==> src/rtl/fixture_stream_fifo.sv <==
// Valid/ready stream FIFO: stores up to DEPTH words of WIDTH bits and replays them in order.
// Optional FIXTURE_FIFO_STATS_EN adds 16-bit push/pop event counters.
module fixture_stream_fifo #(
  parameter int unsigned WIDTH = 8,
  parameter int unsigned DEPTH = 4
) (
  input  logic                       clk,
  input  logic                       sync_rst,
  input  logic                       in_valid,
  output logic                       in_ready,
  input  logic [WIDTH-1:0]           in_data,
  output logic                       out_valid,
  input  logic                       out_ready,
  output logic [WIDTH-1:0]           out_data,
  output logic [$clog2(DEPTH+1)-1:0] level,
  output logic                       full,
`ifdef FIXTURE_FIFO_STATS_EN
  output logic                       empty,
  output logic [15:0]                push_count,
  output logic [15:0]                pop_count
`else
  output logic                       empty
`endif
);

  localparam int unsigned PtrW = $clog2(DEPTH);
  localparam int unsigned LvlW = $clog2(DEPTH + 1);

  logic [WIDTH-1:0] mem_q [DEPTH];
  logic [WIDTH-1:0] mem_d [DEPTH];
  logic [PtrW-1:0]  wr_ptr_q, wr_ptr_d;
  logic [PtrW-1:0]  rd_ptr_q, rd_ptr_d;
  logic [LvlW-1:0]  level_q, level_d;
  logic             full_int, empty_int;
  logic             push, pop;

  // Status is decoded from registered level only, so no ready/valid combinational paths exist.
  always_comb begin
    full_int  = (level_q == LvlW'(DEPTH));
    empty_int = (level_q == '0);
    push      = in_valid & ~full_int;
    pop       = out_ready & ~empty_int;
  end

  // Pointers are PtrW bits wide and DEPTH is a power of two, so increment wraps naturally.
  always_comb begin
    wr_ptr_d = wr_ptr_q;
    rd_ptr_d = rd_ptr_q;
    level_d  = level_q;
    if (push) begin
      wr_ptr_d = wr_ptr_q + PtrW'(1);
    end
    if (pop) begin
      rd_ptr_d = rd_ptr_q + PtrW'(1);
    end
    case ({push, pop})
      2'b10:   level_d = level_q + LvlW'(1);
      2'b01:   level_d = level_q - LvlW'(1);
      default: level_d = level_q;
    endcase
  end

  always_comb begin
    mem_d = mem_q;
    if (push) begin
      mem_d[wr_ptr_q] = in_data;
    end
  end

  always_ff @(posedge clk) begin
    if (sync_rst) begin
      wr_ptr_q <= '0;
      rd_ptr_q <= '0;
      level_q  <= '0;
    end else begin
      wr_ptr_q <= wr_ptr_d;
      rd_ptr_q <= rd_ptr_d;
      level_q  <= level_d;
    end
  end

  // Storage is deliberately left uncleared by reset; a reset-cycle push must still not land.
  always_ff @(posedge clk) begin
    if (!sync_rst) begin
      mem_q <= mem_d;
    end
  end

  always_comb begin
    in_ready  = ~full_int;
    out_valid = ~empty_int;
    out_data  = empty_int ? '0 : mem_q[rd_ptr_q];
    level     = level_q;
    full      = full_int;
    empty     = empty_int;
  end

`ifdef FIXTURE_FIFO_STATS_EN
  logic [15:0] push_count_q, push_count_d;
  logic [15:0] pop_count_q, pop_count_d;

  always_comb begin
    push_count_d = push_count_q + {15'd0, push};
    pop_count_d  = pop_count_q + {15'd0, pop};
  end

  always_ff @(posedge clk) begin
    if (sync_rst) begin
      push_count_q <= '0;
      pop_count_q  <= '0;
    end else begin
      push_count_q <= push_count_d;
      pop_count_q  <= pop_count_d;
    end
  end

  always_comb begin
    push_count = push_count_q;
    pop_count  = pop_count_q;
  end
`endif

endmodule

==> config.mk <==
export PLATFORM = sky130hd
export DESIGN_NAME = fixture_stream_fifo
export DESIGN_NICKNAME = d
export VERILOG_FILES = /design/src/rtl/fixture_stream_fifo.sv
export SDC_FILE = /design/constraint.sdc
export NUM_CORES = 1
export LEC_CHECK = 0
export BUFFER_PORTS_ARGS = -buffer_cell sky130_fd_sc_hd__buf_2
export CORE_UTILIZATION = 50
export CTS_CLUSTER_DIAMETER = 120
export CTS_CLUSTER_SIZE = 12
export DETAILED_ROUTE_END_ITERATION = 10
export PLACE_DENSITY = 0.79
export SLEW_MARGIN = 25
export SYNTH_ARGS = -nofsm -noshare
export SYNTH_HDL_FRONTEND = slang
export SYNTH_SLANG_ARGS = --single-unit
==> constraint.sdc <==
create_clock -name clk -period 5.9 [get_ports clk]
set_input_delay 0.295 -clock clk [delete_from_list [all_inputs] [get_ports clk]]
set_output_delay 0.295 -clock clk [all_outputs]
set_load 0.05 [all_outputs]
==> impl_metrics.toml <==
[run_status]
status = "completed"

[yosys]
ys_seq_area_frac = 0.667
yosys_warnings = 0
ys_types = 24
ys_seq_elements = 39
synth_nets = 121
syn_area_mm2 = 0.00165
syn_avg_cell_area_um2 = 16.0
synthesis.instances = 103

[power]
p_leak_nw = 0.709
power.density_mw_per_mm2 = 487
ir_drop_mv = 0.190

[clock_tree]
cts_tree = "built"
clock_path_buffers = 2
clk_latency_ns = 0.34
cts_htree_levels = 2
cts_setup_buffers = 0
root_buffer = "clkbuf_4"
cts.sinks = 39
path_clk_slew_ns = 0.11
cts_buffers = 5
cts_hold_buf = 0
ctsResizeCount = 0

[setup_path]
cp.required_ns = 6.17
cp_max_fo = 7
worst_path_max_delay_cell = "or3b_1"
criticalPathCategory = "reg2reg"
critPathLaunchType = "flop"
crit_chain = "or3b_1 > nand2_1 > ha_1 > inv_1 > fa_1 > xor2_1 > or3_2 > a21oi_1"
critPathBufInv = 1
cp.arrival_ns = 2.83
critical-path-top-delay-family = "simple AND/OR/NAND/NOR gates"
crit_path_end_kind = "flop"
cp_slowest_stage_delay_ns = 0.47

[route]
ant_nets = 0
vias = 921
via_per_inst = 5.09
routedWlPerCell_um = 14.8
drc_errors = 0
wl_um = 2680
dr.pass1.iters = 4
drtIter0Drc = 38

[floorplan]
pin_count = 27
fp.dieArea_mm2 = 0.00354
dieHeight_um = 59.5
die_w_um = 59.5
core_area_mm2 = 0.00310
rows = 20
start_util = 0.532

[sta]
tightest_slew_ns = 0.858
hold_violations = 0
drv_slew = 0
setup_tns_ns = 0
post-route-min-period_ns = 2.57
rsz0062_at_grt = "false"
slew_headroom = 0.427
fin_crit_sh = 0.435
clock_skew_ns = 0.00667
finalWorstSetupSlack_ns = 3.33
final-setup-viol-count = 0
fmax_mhz = 390

[final_layout]
final_cells = 181
finalInstanceArea_mm2 = 0.00189
antenna_cells = 0
syn2layout_area_growth_pct = 14.7
finalCoreUtilization = 0.610
final_layout_size_suffix_gt1_frac = 0.343
final_nets = 154

[place]
dp_cells = 173
place_congestion = 0.657
dp_hpwl_um = 1880
io_buffers = 26
place_ws_ns = 3.37
placed_area_mm2 = 0.00184

[global_routing]
grt_pass1_vias = 955
track_usage = 0.180
grt_pass1_wl_um = 4280
grt_max_degree = 13
antenna_found_initial = 0
overflow = 0

[min_path]
timing.hold.worst.class = "in2reg"

[flow_run]
drv_cap = 0
[logic make-up after synthesis]
group           share of synthesized area
flops                               0.667
mux                                 0.109
fa+ha+maj                          0.0500
buf+inv                            0.0364
xor+xnor                           0.0159
simple gates                       0.0849
compound gates                     0.0371
[power by group]
part / total, mW / switching (mW) / leakage [nW] / internal, mW
clock network: 0.129 / 0.0822 / 0.0293 / 0.0465
registers: 0.359 / 0.0360 / 0.348 / 0.323
logic: 0.435 / 0.304 / 0.332 / 0.131
total: 0.922 / 0.422 / 0.709 / 0.500
[sequential cells by signal, indices dropped and copies added (netlist names)]
| name | count |
|---|---|
| wr_ptr_q | 2 |
| mem_q | 32 |
| level | 3 |
| rd_ptr_q | 2 |
[layout make-up]
cell class | count | area, µm²
clock buffer | 7 | 45.0
clock inverter | 1 | 5.00
fill | 275 | 1210
inverter | 8 | 30.0
multi-input combinational | 51 | 490
sequential | 39 | 1100
tap | 44 | 55.1
timing repair buffer | 31 | 168
[Yosys cell counts]
library cell,number,share of area
buf_6,1,0.0068
edfxtp_1,32,0.58
or3_1,1,0.0038
clkbuf_1,3,0.0068
fa_1,1,0.012
a21oi_1,4,0.012
o31ai_1,1,0.0045
ha_1,5,0.038
nor3b_1,4,0.018
nor2_1,4,0.0091
o21ai_0,2,0.0061
or3_2,1,0.0045
nand3_1,2,0.0061
buf_4,1,0.0045
mux4_2,8,0.11
inv_1,8,0.018
a21o_1,2,0.0091
or3b_1,1,0.0053
nor3_1,1,0.0030
a21oi_2,1,0.0053
nor2b_1,8,0.030
xor2_1,3,0.016
nand2_1,2,0.0045
dfxtp_1,7,0.085
[routing by layer]
layer	global-route usage	wire, µm
met5	0	0
met3	0.0502	102
met1	0.199	1150
met4	0.0918	60
met2	0.315	1370
[cells in the final DEF, fill, tap and decap left out]
master / netlist / layout
a21o_1: 2 / 2
fa_1: 1 / 1
a21oi_2: 1 / 1
o21ai_0: 2 / 2
or3_1: 1 / 1
nand3_1: 2 / 2
nor2b_1: 8 / 8
ha_1: 5 / 5
nor3_1: 1 / 1
buf_4: 1 / 5
xor2_1: 3 / 3
a21oi_1: 4 / 4
nand2_1: 2 / 2
mux4_2: 8 / 8
clkbuf_1: 3 / 2
inv_1: 8 / 8
or3b_1: 1 / 1
o31ai_1: 1 / 1
buf_2: 0 / 26
clkbuf_4: 0 / 5
dfxtp_1: 7 / 7
nor2_1: 4 / 4
clkinv_2: 0 / 1
nor3b_1: 4 / 4
edfxtp_1: 32 / 32
or3_2: 1 / 1
[worst paths after layout]
check,start,to,slack [ns],cells past startpoint
hold reg to reg,level[2],level[2],0.60,2
hold / removal,in_data[0],mem_q[24],0.16,1
setup / recovery,level[2],level[2],3.33,8
setup reg to reg,level[2],level[2],3.33,8
[metrics by stage]
step / total power [mW] / hold WS [ns]
final: 0.922 / 0.158
after global routing: 0.969 / 0.162
after CTS: 0.930 / 0.157
after detailed placement: 0.805 / 0.517
after global placement: 0.795 / 0.502
after floorplan: 0.711 / 0.394
No activity file was read; power rests on OpenSTA's default activity.
